[src/rtl/updown_seq_monitor_pkg.sv]
// Shared definitions for the up/down sequence monitor: state encodings,
// counter sizing and the endpoint derivation.
package updown_seq_monitor_pkg;

  localparam logic [1:0] ST_HUNT   = 2'd0;
  localparam logic [1:0] ST_ACQ    = 2'd1;
  localparam logic [1:0] ST_LOCKED = 2'd2;

  typedef enum logic [1:0] {
    HUNT   = ST_HUNT,
    ACQ    = ST_ACQ,
    LOCKED = ST_LOCKED
  } mon_state_e;

  // good-step counter is wide enough for lock thresholds up to 15
  localparam int unsigned GOOD_W = 4;

  function automatic int unsigned max_of(input int unsigned width);
    return (32'd1 << width) - 32'd1;
  endfunction

endpackage

[src/rtl/updown_predict.sv]
// Combinational next-value / next-direction predictor for the bouncing
// 0..MAX..0 counter sequence.
module updown_predict
  import updown_seq_monitor_pkg::*;
#(
  parameter int unsigned WIDTH = 3
) (
  input  logic [WIDTH-1:0] prev,
  input  logic             dir,
  output logic [WIDTH-1:0] pred_c,
  output logic             dir_next_c
);

  localparam logic [WIDTH-1:0] MAX = WIDTH'(max_of(WIDTH));

  // endpoints reverse direction instead of wrapping
  always_comb begin
    pred_c     = prev;
    dir_next_c = dir;
    if (dir) begin
      if (prev == MAX) begin
        pred_c     = prev - WIDTH'(1);
        dir_next_c = 1'b0;
      end else begin
        pred_c = prev + WIDTH'(1);
      end
    end else begin
      if (prev == '0) begin
        pred_c     = WIDTH'(1);
        dir_next_c = 1'b1;
      end else begin
        pred_c = prev - WIDTH'(1);
      end
    end
  end

endmodule

[src/rtl/updown_seq_monitor.sv]
// Receive-side checker for the bouncing up/down counter: locks onto the
// sequence and reports direction, turnarounds, periods and errors.
module updown_seq_monitor
  import updown_seq_monitor_pkg::*;
#(
  parameter int unsigned WIDTH    = 3,
  parameter int unsigned LOCK_CNT = 2,
  parameter int unsigned ERR_W    = 8
) (
  input  logic             clock,
  input  logic             clear,
  input  logic             enable,
  input  logic [WIDTH-1:0] count_in,
  output logic             dir,
  output logic             locked,
  output logic             turn,
  output logic             period_done,
  output logic             err,
  output logic [ERR_W-1:0] err_count
);

  localparam logic [WIDTH-1:0]  MAX      = WIDTH'(max_of(WIDTH));
  localparam logic [GOOD_W-1:0] LOCK_TGT = GOOD_W'(LOCK_CNT);

  mon_state_e        state, state_nxt;
  logic              dir_nxt, locked_nxt, turn_nxt, period_done_nxt, err_nxt;
  logic [ERR_W-1:0]  err_count_nxt;
  logic [GOOD_W-1:0] good_cnt, good_cnt_nxt;
  logic [WIDTH-1:0]  prev, prev_nxt;
  logic              en_d;

  logic [WIDTH-1:0]  pred_c;
  logic              dir_next_c;
  logic              step_up_c, step_dn_c, mismatch_c;
  logic [ERR_W-1:0]  err_inc_c;

  updown_predict #(.WIDTH(WIDTH)) u_predict (
    .prev       (prev),
    .dir        (dir),
    .pred_c     (pred_c),
    .dir_next_c (dir_next_c)
  );

  // +/-1 steps during acquisition; the MAX->0 wrap never counts as +1
  assign step_up_c = (prev != MAX) && (count_in == prev + WIDTH'(1));
  assign step_dn_c = (prev != '0)  && (count_in == prev - WIDTH'(1));

  // sampled value off-sequence, or count moved while no step was due
  assign mismatch_c = en_d ? (count_in != pred_c) : (count_in != prev);
  assign err_inc_c  = (err_count == '1) ? err_count : err_count + ERR_W'(1);

  always_ff @(posedge clock or posedge clear) begin
    if (clear) begin
      state       <= HUNT;
      dir         <= 1'b1;
      locked      <= 1'b0;
      turn        <= 1'b0;
      period_done <= 1'b0;
      err         <= 1'b0;
      err_count   <= '0;
      good_cnt    <= '0;
      prev        <= '0;
      en_d        <= 1'b0;
    end else begin
      state       <= state_nxt;
      dir         <= dir_nxt;
      locked      <= locked_nxt;
      turn        <= turn_nxt;
      period_done <= period_done_nxt;
      err         <= err_nxt;
      err_count   <= err_count_nxt;
      good_cnt    <= good_cnt_nxt;
      prev        <= prev_nxt;
      en_d        <= enable;
    end
  end

  always_comb begin
    state_nxt       = state;
    dir_nxt         = dir;
    locked_nxt      = locked;
    turn_nxt        = 1'b0;
    period_done_nxt = 1'b0;
    err_nxt         = 1'b0;
    err_count_nxt   = err_count;
    good_cnt_nxt    = good_cnt;
    prev_nxt        = prev;

    case (state)
      HUNT: begin
        if (en_d) begin
          prev_nxt  = count_in;
          state_nxt = ACQ;
        end
      end

      ACQ: begin
        if (en_d) begin
          prev_nxt = count_in;
          if (step_up_c || step_dn_c) begin
            dir_nxt = step_up_c;
            if (good_cnt + GOOD_W'(1) == LOCK_TGT) begin
              state_nxt    = LOCKED;
              locked_nxt   = 1'b1;
              good_cnt_nxt = '0;
            end else begin
              good_cnt_nxt = good_cnt + GOOD_W'(1);
            end
          end else begin
            good_cnt_nxt = '0;
          end
        end
      end

      LOCKED: begin
        if (mismatch_c) begin
          err_nxt       = 1'b1;
          err_count_nxt = err_inc_c;
          locked_nxt    = 1'b0;
          good_cnt_nxt  = '0;
          prev_nxt      = count_in;
          state_nxt     = ACQ;
        end else if (en_d) begin
          prev_nxt        = count_in;
          dir_nxt         = dir_next_c;
          turn_nxt        = (dir_next_c != dir);
          period_done_nxt = (count_in == '0) && !dir;
        end
      end

      default: begin
        state_nxt = HUNT;
      end
    endcase
  end

endmodule

[config.mk]
export PLATFORM = sky130hd
export DESIGN_NAME = updown_seq_monitor
export DESIGN_NICKNAME = d
export VERILOG_FILES = /design/src/rtl/updown_seq_monitor_pkg.sv /design/src/rtl/updown_predict.sv /design/src/rtl/updown_seq_monitor.sv
export SDC_FILE = /design/constraint.sdc
export NUM_CORES = 1
export LEC_CHECK = 0
export BUFFER_PORTS_ARGS = -buffer_cell sky130_fd_sc_hd__buf_2
export CAP_MARGIN = 20
export CORE_ASPECT_RATIO = 1.5
export CORE_UTILIZATION = 57
export CTS_BUF_LIST = sky130_fd_sc_hd__clkbuf_16
export CTS_CLUSTER_SIZE = 28
export DETAILED_ROUTE_END_ITERATION = 16
export GPL_TIMING_DRIVEN = 1
export PLACE_DENSITY_LB_ADDON = 0.05
export SYNTH_ARGS = -nofsm -noshare
export SYNTH_HDL_FRONTEND = slang
export SYNTH_SLANG_ARGS = --single-unit
[constraint.sdc]
create_clock -name clock -period 2.8 [get_ports clock]
set_input_delay 0.14 -clock clock [delete_from_list [all_inputs] [get_ports clock]]
set_output_delay 0.14 -clock clock [all_outputs]
set_load 0.01 [all_outputs]
==> qor.csv, run 1 <==
stage;metric;value;unit
critical_path;regToRegSetupSlack;0.17;ns
logic_synthesis;synth_edf_count;0;
sta;fin_setup_tns;0;ns
min_path;hold_class;in2async;
power_and_ir_drop;pwr-share-clk;25.2;%
routing;vias_per_cell;6.31;
logic_synthesis;ys_seq_area_share;39.3;%
grt;antenna_found_initial;0;
sta;slew_viol_final;0;
die;start_util;59.9;%
die;dieHeight;64.1;µm
power_and_ir_drop;p_total;0.00123;W
critical_path;cp-start-kind;register;
logic_synthesis;yosysMostFrequentCell;dfrtp_1;
sta;fin_crit;2.63;ns
power_and_ir_drop;p_leak;0.815;nW
placed_design;hpwl;2470;µm
routing;vias;1274;
power_and_ir_drop;p_sw_share;36.6;%
grt;grt_pass1_vias;1202;
die;io_pins;19;
power_and_ir_drop;pwr-share-seq;36.6;%
flow_run;cap_viol_max_count;0;
sta;finalHoldViolCount;0;
clock_network;cts_max_level;1;
grt;grt.total_usage;26.4;%
sta;rsz0062_at_grt;false;
routing;drtIter0Drc;32;
critical_path;end_kind;register;
layout;fin_nets;192;
layout;multi_input_area;841;µm²
logic_synthesis;ys_ff_latch;23;
layout;fillers;209;
logic_synthesis;yosysTopAreaCell;dfrtp_1;
clock_network;numCtsBuffers;3;
power_and_ir_drop;intPower;0.000779;W
logic_synthesis;synth.top_cell.area_share;37.5;%
sta;setup_viol;0;
clock_network;clk_path_buf_depth;2;
clock_network;cts.sinks;23;
logic_synthesis;synth-async-reset-ratio;100;%
power_and_ir_drop;p_sw;0.000449;W
sta;relSlewSlack;41.9;%
die;die_x;43.4;µm
logic_synthesis;synth_ff_type;dfrtp_1;
die;dieArea;0.00278;mm²
clock_network;path_clk_slew;0.06;ns
logic_synthesis;netlist_instances;158;
power_and_ir_drop;power_frac_comb;38.1;%
sta;finClkSkew;0.00265;ns
die;rows;22;
layout;layout-drive-gt1-share;20.2;%
placed_design;port-buffer-count;18;
critical_path;critical_path_required;2.94;ns
sta;final.period_utilization;93.9;%
logic_synthesis;synth.distinct_cells;46;
routing;drc;0;
status;outcome;finished clean;
layout;regArea;578;µm²
grt;grt.overflow.total;0;
sta;worstMarginPinSlew;0.871;ns
clock_network;insertion_delay;0.26;ns
critical_path;critical_path.max_fanout;6;
grt;grt_max_degree;24;
placed_design;place.gp.congestion;0.939;
logic_synthesis;syn_area;0.00147;mm²
logic_synthesis;syn-num-nets;171;
power_and_ir_drop;power_density;725;mW/mm²
sta;clock.fmax;380;MHz
layout;area_growth;15.6;%
logic_synthesis;synth_area_leaders;dfrtp_1, ha_1, xnor2_1;
clock_network;cts_tree;built;
die;core-area;0.00245;mm²
grt;grt_pass1_wl;5440;µm
logic_synthesis;synth_warnings;0;
logic_synthesis;synth_common_cells;dfrtp_1, nand2_1, inv_1;
logic_synthesis;avgSynthCellArea;9.28;µm²
power_and_ir_drop;max-vdd-ir-drop;0.408;mV
routing;wirelength;3310;µm
routing;wire_per_inst;16.4;µm
layout;diodes;0;
critical_path;crit_arrival;2.77;ns
critical_path;worstSetupPathType;reg2reg;
routing;ant_nets;0;
routing;first_pass_iters;4;
clock_network;cts-root-buf;clkbuf_16;
area by class of cell:
class,count,area share (%)
multi-input cells,118,49.6
flip-flops and latches,23,34.1
repair buffers,23,7.68
clock buffers,3,4.43
inverters,10,2.21
well taps,24,1.77
clock inverters,1,0.221
registers in the layout, indices dropped and copies added, names as in the netlist:
name	flops
err_count	8
good_cnt	4
prev	3
state	2
dir	1
en_d	1
err	1
locked	1
period_done	1
turn	1
through the flow:
stage / cell area, µm² / setup WS (ns) / hold slack [ns] / std cells / util (%)
after floorplan: 1470 / 0.384 / 0.141 / 158 / -
after global placement: 1580 / 0.204 / 0.248 / 196 / 64.4
after detailed placement: 1580 / 0.0597 / 0.261 / 196 / 64.4
after CTS: 1670 / 0.0480 / 0.0921 / 201 / 68.0
after global routing: 1700 / 0.0413 / 0.157 / 202 / 69.2
final: 1700 / 0.171 / 0.0545 / 202 / 69.2
cell usage in the layout (no fill, tap or decap), types with 4 or more instances in the layout:
cell type  Yosys  layout
ha_1           7       7
a21oi_1        6       6
and3_1         7       7
nand2_1       16      16
o22ai_1        6       6
buf_4          0       4
xnor2_1        9       9
nor2_1         9       9
nor3_1         4       4
inv_1         10      11
xor2_1         6       6
buf_2          4      18
dfrtp_1       22      21
repair_timing:
item,CTS,global route
endpoints found under the setup margin,0,10
setup buffers,0,1
hold buffers,1,0
gates resized for setup,0,4
hold endpoints to repair,1,0
worst paths after layout:
kind | start | endpoint | depth (start not counted)
min in group clock | count_in[0] | prev[0] | 3
min | clear | err_count[5] | 2
max | prev[0] | prev[2] | 9
max in group asynchronous | clear | prev[0] | 2
max reg2reg | prev[0] | prev[2] | 9
min reg2reg | err_count[5] | err_count[5] | 1
power groups by stage:
| stage | clock network [W] | registers (W) | logic [W] |
|---|---|---|---|
| 6_report | 0.000310 | 0.000450 | 0.000469 |
| 5_1_grt | 0.000322 | 0.000458 | 0.000516 |
| 4_1_cts | 0.000308 | 0.000446 | 0.000452 |
| 3_5_place_dp | 0 | 0.000452 | 0.000446 |
| 3_3_place_gp | 0 | 0.000446 | 0.000436 |
| 2_1_floorplan | 0 | 0.000426 | 0.000363 |
layer usage:
layer / global-route usage [%] / vias up / routed length (µm)
met5: 0 / - / 0
met4: 16.0 / 0 / 151
met3: 3.67 / 16 / 73
met2: 46.2 / 27 / 1780
met1: 28.9 / 616 / 1310
li1: - / 615 / -
critical path: stages (launching register included):
cell       delay (ns)
dfrtp_2          0.45
ha_1             0.23
ha_1             0.24
nand2b_4         0.18
and3_1           0.17
a22oi_1          0.36
a211oi_4         0.16
or2_2            0.35
a2bb2oi_1        0.16
o211a_1          0.23
kinds of logic (layout without fill, tap and decap cells):
logic type      after synthesis  count (layout)  share of synthesized area (%)
mux                           3               3                           2.13
fa+ha+maj                     7               7                           5.97
compound gates               40              40                           20.7
xor+xnor                     15              15                           8.96
simple gates                 53              53                           18.2
buf+inv                      17              37                           4.69
flops                        23              23                           39.3
Power figures use the tool's default switching activity.
==> run 2: changes to the inputs <==
Settings changed: BUFFER_PORTS_ARGS -buffer_cell sky130_fd_sc_hd__buf_2 to not set, CORE_ASPECT_RATIO 1.5 to 0.5, CORE_UTILIZATION 57 to 50, DONT_BUFFER_PORTS set to 1.
==> qor.csv, run 2 (same netlist as run 1, synthesis figures left out) <==
stage;metric;value;unit;change
layout;diodes;0;;unchanged
critical_path;critical_path_required;2.94;ns;about the same
routing;wl_met2;1380;µm;was 1780 µm
sta;final.period_utilization;95.0;%;was 93.9%
layout;regArea;577;µm²;was 578 µm²
die;start_util;54.6;%;was 59.9%
power_and_ir_drop;power_frac_comb;35.7;%;was 38.1%
power_and_ir_drop;p_sw;0.000423;W;was 0.000449 W
routing;wl_met1;1510;µm;was 1310 µm
power_and_ir_drop;p_leak;0.728;nW;was 0.815 nW
grt;grt_pass1_wl;4910;µm;was 5440 µm
sta;setup_viol;0;;unchanged
routing;wl_met3;140;µm;was 73 µm
min_path;hold_class;in2reg;;was in2async
critical_path;cp_num_cells;8;;was 9
sta;rsz0062_at_grt;false;;unchanged
routing;wire_per_inst;15.5;µm;was 16.4 µm
sta;worstMarginPinSlew;0.912;ns;was 0.871 ns
sta;finClkSkew;0.00432;ns;was 0.00265 ns
sta;hold_slack;0.107;ns;was 0.0545 ns
sta;relSlewSlack;39.1;%;was 41.9%
routing;wirelength;3060;µm;was 3310 µm
clock_network;path_clk_slew;0.06;ns;about the same
clock_network;cts_tree;built;;unchanged
layout;area_growth;10.1;%;was 15.6%
layout;multi_input_area;821;µm²;was 841 µm²
die;die_x;78.6;µm;was 43.4 µm
critical_path;worstSetupPathType;reg2reg;;unchanged
sta;layout_setup_ws;0.140;ns;was 0.171 ns
die;dieHeight;40.3;µm;was 64.1 µm
routing;drtIter0Drc;86;;was 32
sta;finalHoldViolCount;0;;unchanged
placed_design;hpwl;2230;µm;was 2470 µm
grt;grt_pass1_vias;1067;;was 1,202
sta;fin_crit;2.66;ns;was 2.63 ns
routing;top_layer;met4;;unchanged
routing;drc;0;;unchanged
status;outcome;finished clean;;unchanged
layout;stdcell_count;198;;was 202
critical_path;r2r_end;err_count[1];;was prev[2]
placed_design;place.gp.congestion;0.827;;was 0.939
routing;vias_per_cell;5.91;;was 6.31
grt;antenna_found_initial;0;;unchanged
clock_network;insertion_delay;0.26;ns;about the same
grt;grt_max_degree;24;;unchanged
clock_network;cts_max_level;1;;unchanged
layout;fin_nets;175;;was 192
sta;slew_viol_final;0;;unchanged
clock_network;numCtsBuffers;3;;unchanged
placed_design;place_ws;0.166;ns;was 0.0597 ns
critical_path;regToRegSetupSlack;0.14;ns;was 0.17 ns
die;rows;13;;was 22
critical_path;crit_top_cell;ha_1;;unchanged
clock_network;clk_path_buf_depth;2;;unchanged
placed_design;place_inst;192;;was 196
die;dieArea;0.00317;mm²;was 0.00278 mm²
power_and_ir_drop;p_sw_share;35.7;%;was 36.6%
layout;largest-register;err_count;;unchanged
critical_path;crit_start;prev[0];;unchanged
clock_network;cts_setup_buffers;0;;unchanged
critical_path;r2r_start;prev[0];;unchanged
grt;grt.overflow.total;0;;unchanged
clock_network;cts.sinks;23;;unchanged
power_and_ir_drop;p_total;0.00118;W;was 0.00123 W
power_and_ir_drop;max-vdd-ir-drop;0.356;mV;was 0.408 mV
routing;ant_nets;0;;unchanged
placed_design;port-buffer-count;0;;was 18
critical_path;crit_chain;ha_1, ha_1, nand2b_1, and3_1, a22oi_1, a211oi_4, nor3_2, mux2_2;;was ha_1, ha_1, nand2b_4, and3_1, a22oi_1, a211oi_4, or2_2, a2bb2oi_1, o211a_1
sta;clock.fmax;376;MHz;was 380 MHz
critical_path;cp-start-kind;register;;unchanged
routing;vias;1170;;was 1,274
layout;fillers;238;;was 209
flow_run;cap_viol_max_count;0;;unchanged
critical_path;end_kind;register;;unchanged
sta;fin_setup_tns;0;ns;unchanged
critical_path;crit_arrival;2.80;ns;was 2.77 ns
power_and_ir_drop;intPower;0.000762;W;was 0.000779 W
critical_path;critical_path.max_fanout;7;;was 6
power_and_ir_drop;pwr-share-seq;38.4;%;was 36.6%
layout;layout_common_cells;dfrtp_1, nand2_1, inv_1, nor2_1, xnor2_1;;was dfrtp_1, buf_2, nand2_1, inv_1
layout;largest_reg_flops;8;;unchanged
critical_path;slowest_delay;0.45;ns;about the same
power_and_ir_drop;pwr-share-clk;25.9;%;was 25.2%
critical_path;critPathTopFamily;simple AND/OR/NAND/NOR gates;;was compound AO/OA/AOI/OAI gates
critical_path;crit_buf_inv;0;;unchanged
layout;final_common_cell;dfrtp_1;;unchanged
routing;first_pass_iters;4;;unchanged
critical_path;crit_slowest_cell;dfrtp_1;;was dfrtp_2
grt;grt.total_usage;21.0;%;was 26.4%
die;io_pins;19;;unchanged
power_and_ir_drop;power_density;734;mW/mm²;was 725 mW/mm²
layout;largestRegisters;err_count: 8 flops, good_cnt: 4 flops, prev: 3 flops;;unchanged
layout;layout-drive-gt1-share;9.94;%;was 20.2%
clock_network;cts-root-buf;clkbuf_16;;unchanged
critical_path;critical_path.endpoint;err_count[1];;was prev[2]
die;core-area;0.00268;mm²;was 0.00245 mm²
critical_path;rr_worst_depth;8;;was 9
run 2: final cells by class:
cell class | count | share of cell area (%)
clock buffers | 3 | 4.65
inverters | 10 | 2.33
clock inverters | 1 | 0.465
multi-input cells | 118 | 50.9
repair buffers | 6 | 3.10
well taps | 37 | 2.87
flip-flops and latches | 23 | 35.7
run 2: worst min path at each step:
stage                     slack, ns        start  endpoint  cells after the start
after CTS                      0.11  count_in[0]   prev[0]                      2
after global routing           0.11  count_in[1]   prev[1]                      2
final                          0.11  count_in[0]   prev[0]                      2
after global placement         0.17       enable      en_d                      0
after floorplan                0.14        clear      en_d                      1
after detailed placement       0.17       enable      en_d                      0
run 2: worst register-to-register path: stages, from the launching register on:
cell      delay, ns
dfrtp_1        0.45
ha_1           0.25
ha_1           0.24
nand2b_1       0.21
and3_1         0.19
a22oi_1        0.26
a211oi_4       0.14
nor3_2         0.42
mux2_2         0.38
run 2: routing by layer:
metal	track usage, %	up-vias
li1	-	575
met1	27.0	566
met2	36.7	25
met3	4.55	4
met4	6.48	0
met5	0	-
run 2: per-stage QoR:
stage                     util, %  area, µm²
after global routing         60.1       1610
after detailed placement     56.3       1510
after floorplan                 -       1470
after CTS                    60.1       1610
after global placement       56.3       1510
final                        60.1       1610
run 2: power by group through the flow:
stage,clock network [W],logic (W),registers [W]
global route,0.000332,0.000472,0.000464
floorplan,0,0.000363,0.000426
CTS,0.000317,0.000421,0.000454
global placement,0,0.000414,0.000457
detailed placement,0,0.000413,0.000460
finish,0.000307,0.000423,0.000455
run 2: what timing repair did:
action | CTS | global route
endpoints found under the setup margin | 0 | 0
hold buffers | 2 | 0
hold endpoints to repair | 23 | 0
resized for setup | 0 | 0
==> run 3: changes to the inputs <==
Settings changed: CELL_PAD_IN_SITES_DETAIL_PLACEMENT set to 0, CELL_PAD_IN_SITES_GLOBAL_PLACEMENT set to 2, CORE_UTILIZATION 50 to 38.
==> qor.csv, run 3 (same netlist as run 1, synthesis figures left out) <==
stage;metric;value;unit;change
power_and_ir_drop;max-vdd-ir-drop;0.265;mV;was 0.356 mV
placed_design;place_inst;213;;was 192
routing;wirelength;3360;µm;was 3060 µm
placed_design;hpwl;2560;µm;was 2230 µm
power_and_ir_drop;pwr-share-seq;36.3;%;was 38.4%
power_and_ir_drop;intPower;0.000800;W;was 0.000762 W
clock_network;insertion_delay;0.25;ns;was 0.26 ns
grt;grt.overflow.total;0;;unchanged
critical_path;crit_chain;ha_1, ha_1, nand2b_1, and3_1, a22oi_1, a211oi_4, nor3_2, mux2_2;;unchanged
critical_path;cp-start-kind;register;;unchanged
critical_path;end_kind;register;;unchanged
critical_path;crit_buf_inv;0;;unchanged
clock_network;cts_tree;built;;unchanged
sta;finClkSkew;0.00417;ns;was 0.00432 ns
status;outcome;finished clean;;unchanged
grt;grt_pass1_wl;5520;µm;was 4910 µm
power_and_ir_drop;power_density;737;mW/mm²;was 734 mW/mm²
critical_path;worstSetupPathType;reg2reg;;unchanged
power_and_ir_drop;p_leak;0.762;nW;was 0.728 nW
sta;worstMarginPinSlew;0.864;ns;was 0.912 ns
layout;stdcell_count;219;;was 198
routing;first_pass_iters;4;;unchanged
grt;grt.total_usage;17.5;%;was 21.0%
critical_path;critical_path_required;2.94;ns;about the same
layout;fin_nets;182;;was 175
critical_path;crit_arrival;2.83;ns;was 2.80 ns
placed_design;port-buffer-count;0;;unchanged
routing;ant_nets;0;;unchanged
critical_path;crit_top_cell;ha_1;;unchanged
critical_path;critical_path.max_fanout;7;;unchanged
routing;drtIter0Drc;26;;was 86
sta;finalHoldViolCount;0;;unchanged
sta;slew_viol_final;0;;unchanged
sta;final.period_utilization;95.8;%;was 95.0%
layout;largest-register;err_count;;unchanged
placed_design;place.gp.congestion;0.752;;was 0.827
sta;clock.fmax;373;MHz;was 376 MHz
clock_network;cts_max_level;1;;unchanged
layout;largestRegisters;err_count: 8 flops, good_cnt: 4 flops, prev: 3 flops;;unchanged
die;start_util;41.1;%;was 54.6%
critical_path;critPathTopFamily;simple AND/OR/NAND/NOR gates;;unchanged
layout;layout_common_cells;dfrtp_1, nand2_1, buf_4, inv_1;;was dfrtp_1, nand2_1, inv_1, nor2_1, xnor2_1
layout;diodes;0;;unchanged
sta;rsz0062_at_grt;true;;was false
die;dieHeight;45.9;µm;was 40.3 µm
placed_design;place_area;0.00158;mm²;was 0.00151 mm²
layout;area_growth;14.8;%;was 10.1%
flow_run;cap_viol_max_count;0;;unchanged
routing;wire_per_inst;15.4;µm;was 15.5 µm
die;core-area;0.00357;mm²;was 0.00268 mm²
sta;relSlewSlack;42.4;%;was 39.1%
min_path;hold_class;in2reg;;unchanged
clock_network;cts-root-buf;clkbuf_16;;unchanged
grt;grt_max_degree;24;;unchanged
grt;antenna_found_initial;0;;unchanged
routing;vias_per_cell;5.31;;was 5.91
die;io_pins;19;;unchanged
grt;grt_pass1_vias;1139;;was 1,067
clock_network;ctsResizeCount;0;;unchanged
power_and_ir_drop;power_frac_comb;38.8;%;was 35.7%
die;rows;15;;was 13
power_and_ir_drop;pwr-share-clk;24.9;%;was 25.9%
clock_network;path_clk_slew;0.06;ns;about the same
clock_network;clk_path_buf_depth;2;;unchanged
critical_path;slowest_delay;0.47;ns;was 0.45 ns
power_and_ir_drop;p_sw;0.000440;W;was 0.000423 W
layout;largest_reg_flops;8;;unchanged
sta;hold_slack;0.112;ns;was 0.107 ns
sta;fin_crit;2.68;ns;was 2.66 ns
die;die_x;89.9;µm;was 78.6 µm
layout;design_area;0.00168;mm²;was 0.00161 mm²
clock_network;cts_setup_buffers;0;;unchanged
routing;vias;1162;;was 1,170
clock_network;numCtsBuffers;3;;unchanged
critical_path;crit_slowest_cell;nor3_2;;was dfrtp_1
clock_network;cts.sinks;23;;unchanged
layout;layout-drive-gt1-share;13.7;%;was 9.94%
die;dieArea;0.00413;mm²;was 0.00317 mm²
sta;setup_viol;0;;unchanged
layout;final_common_cell;dfrtp_1;;unchanged
power_and_ir_drop;p_sw_share;35.5;%;was 35.7%
routing;drc;0;;unchanged
-- run 3: changes by cell type in the layout (fill, tap and decap cells not counted) --
cell / previous run / this run
buf_4: 4 / 11
-- run 3: power by group through the flow --
stage / clock [W] / combinational [W] / sequential (W)
after floorplan: 0 / 0.000363 / 0.000426
after global placement: 0 / 0.000482 / 0.000454
after detailed placement: 0 / 0.000480 / 0.000455
after CTS: 0.000324 / 0.000484 / 0.000449
after global routing: 0.000332 / 0.000534 / 0.000460
final: 0.000309 / 0.000481 / 0.000450
-- run 3: repair_timing --
| item | in CTS | in global routing |
|---|---|---|
| hold buffers | 2 | 0 |
| hold endpoints to repair | 23 | 0 |
| setup endpoints to repair | 0 | 2 |
-- run 3: layer usage --
layer	vias to the layer above	global-route usage, %	part of all wire, %
li1	591	-	-
met1	547	23.2	52
met2	22	30.2	44
met3	2	4.67	3.8
met4	0	2.90	0.24
met5	-	0	0
-- run 3: layout make-up --
| type | count | area [µm²] |
|---|---|---|
| clock buffers | 3 | 75.1 |
| fillers | 350 | 1880 |
| clock inverters | 1 | 7.51 |
| multi-input cells | 118 | 821 |
| inverters | 10 | 37.5 |
| well taps | 51 | 63.8 |
| repair buffers | 13 | 103 |
| flip-flops and latches | 23 | 577 |
-- run 3: final timing paths --
kind	start	to	slack (ns)	cells after the start
max in group asynchronous	clear	prev[1]	1.76	2
setup / recovery	prev[0]	err_count[1]	0.12	8
min in group asynchronous	clear	err_count[6]	0.51	2
setup reg to reg	prev[0]	err_count[1]	0.12	8
hold / removal	count_in[1]	prev[1]	0.11	2
hold reg to reg	good_cnt[3]	good_cnt[3]	0.56	1
-- run 3: per-stage QoR --
stage / util, % / setup WS (ns) / power, W / TNS (ns)
after global placement: 44.4 / 0.145 / 0.000936 / 0
after detailed placement: 44.4 / 0.120 / 0.000934 / 0
after floorplan: - / 0.384 / 0.000789 / 0
final: 47.2 / 0.116 / 0.00124 / 0
after CTS: 47.2 / 0.0994 / 0.00126 / 0
after global routing: 47.2 / -0.00550 / 0.00133 / -0.00943
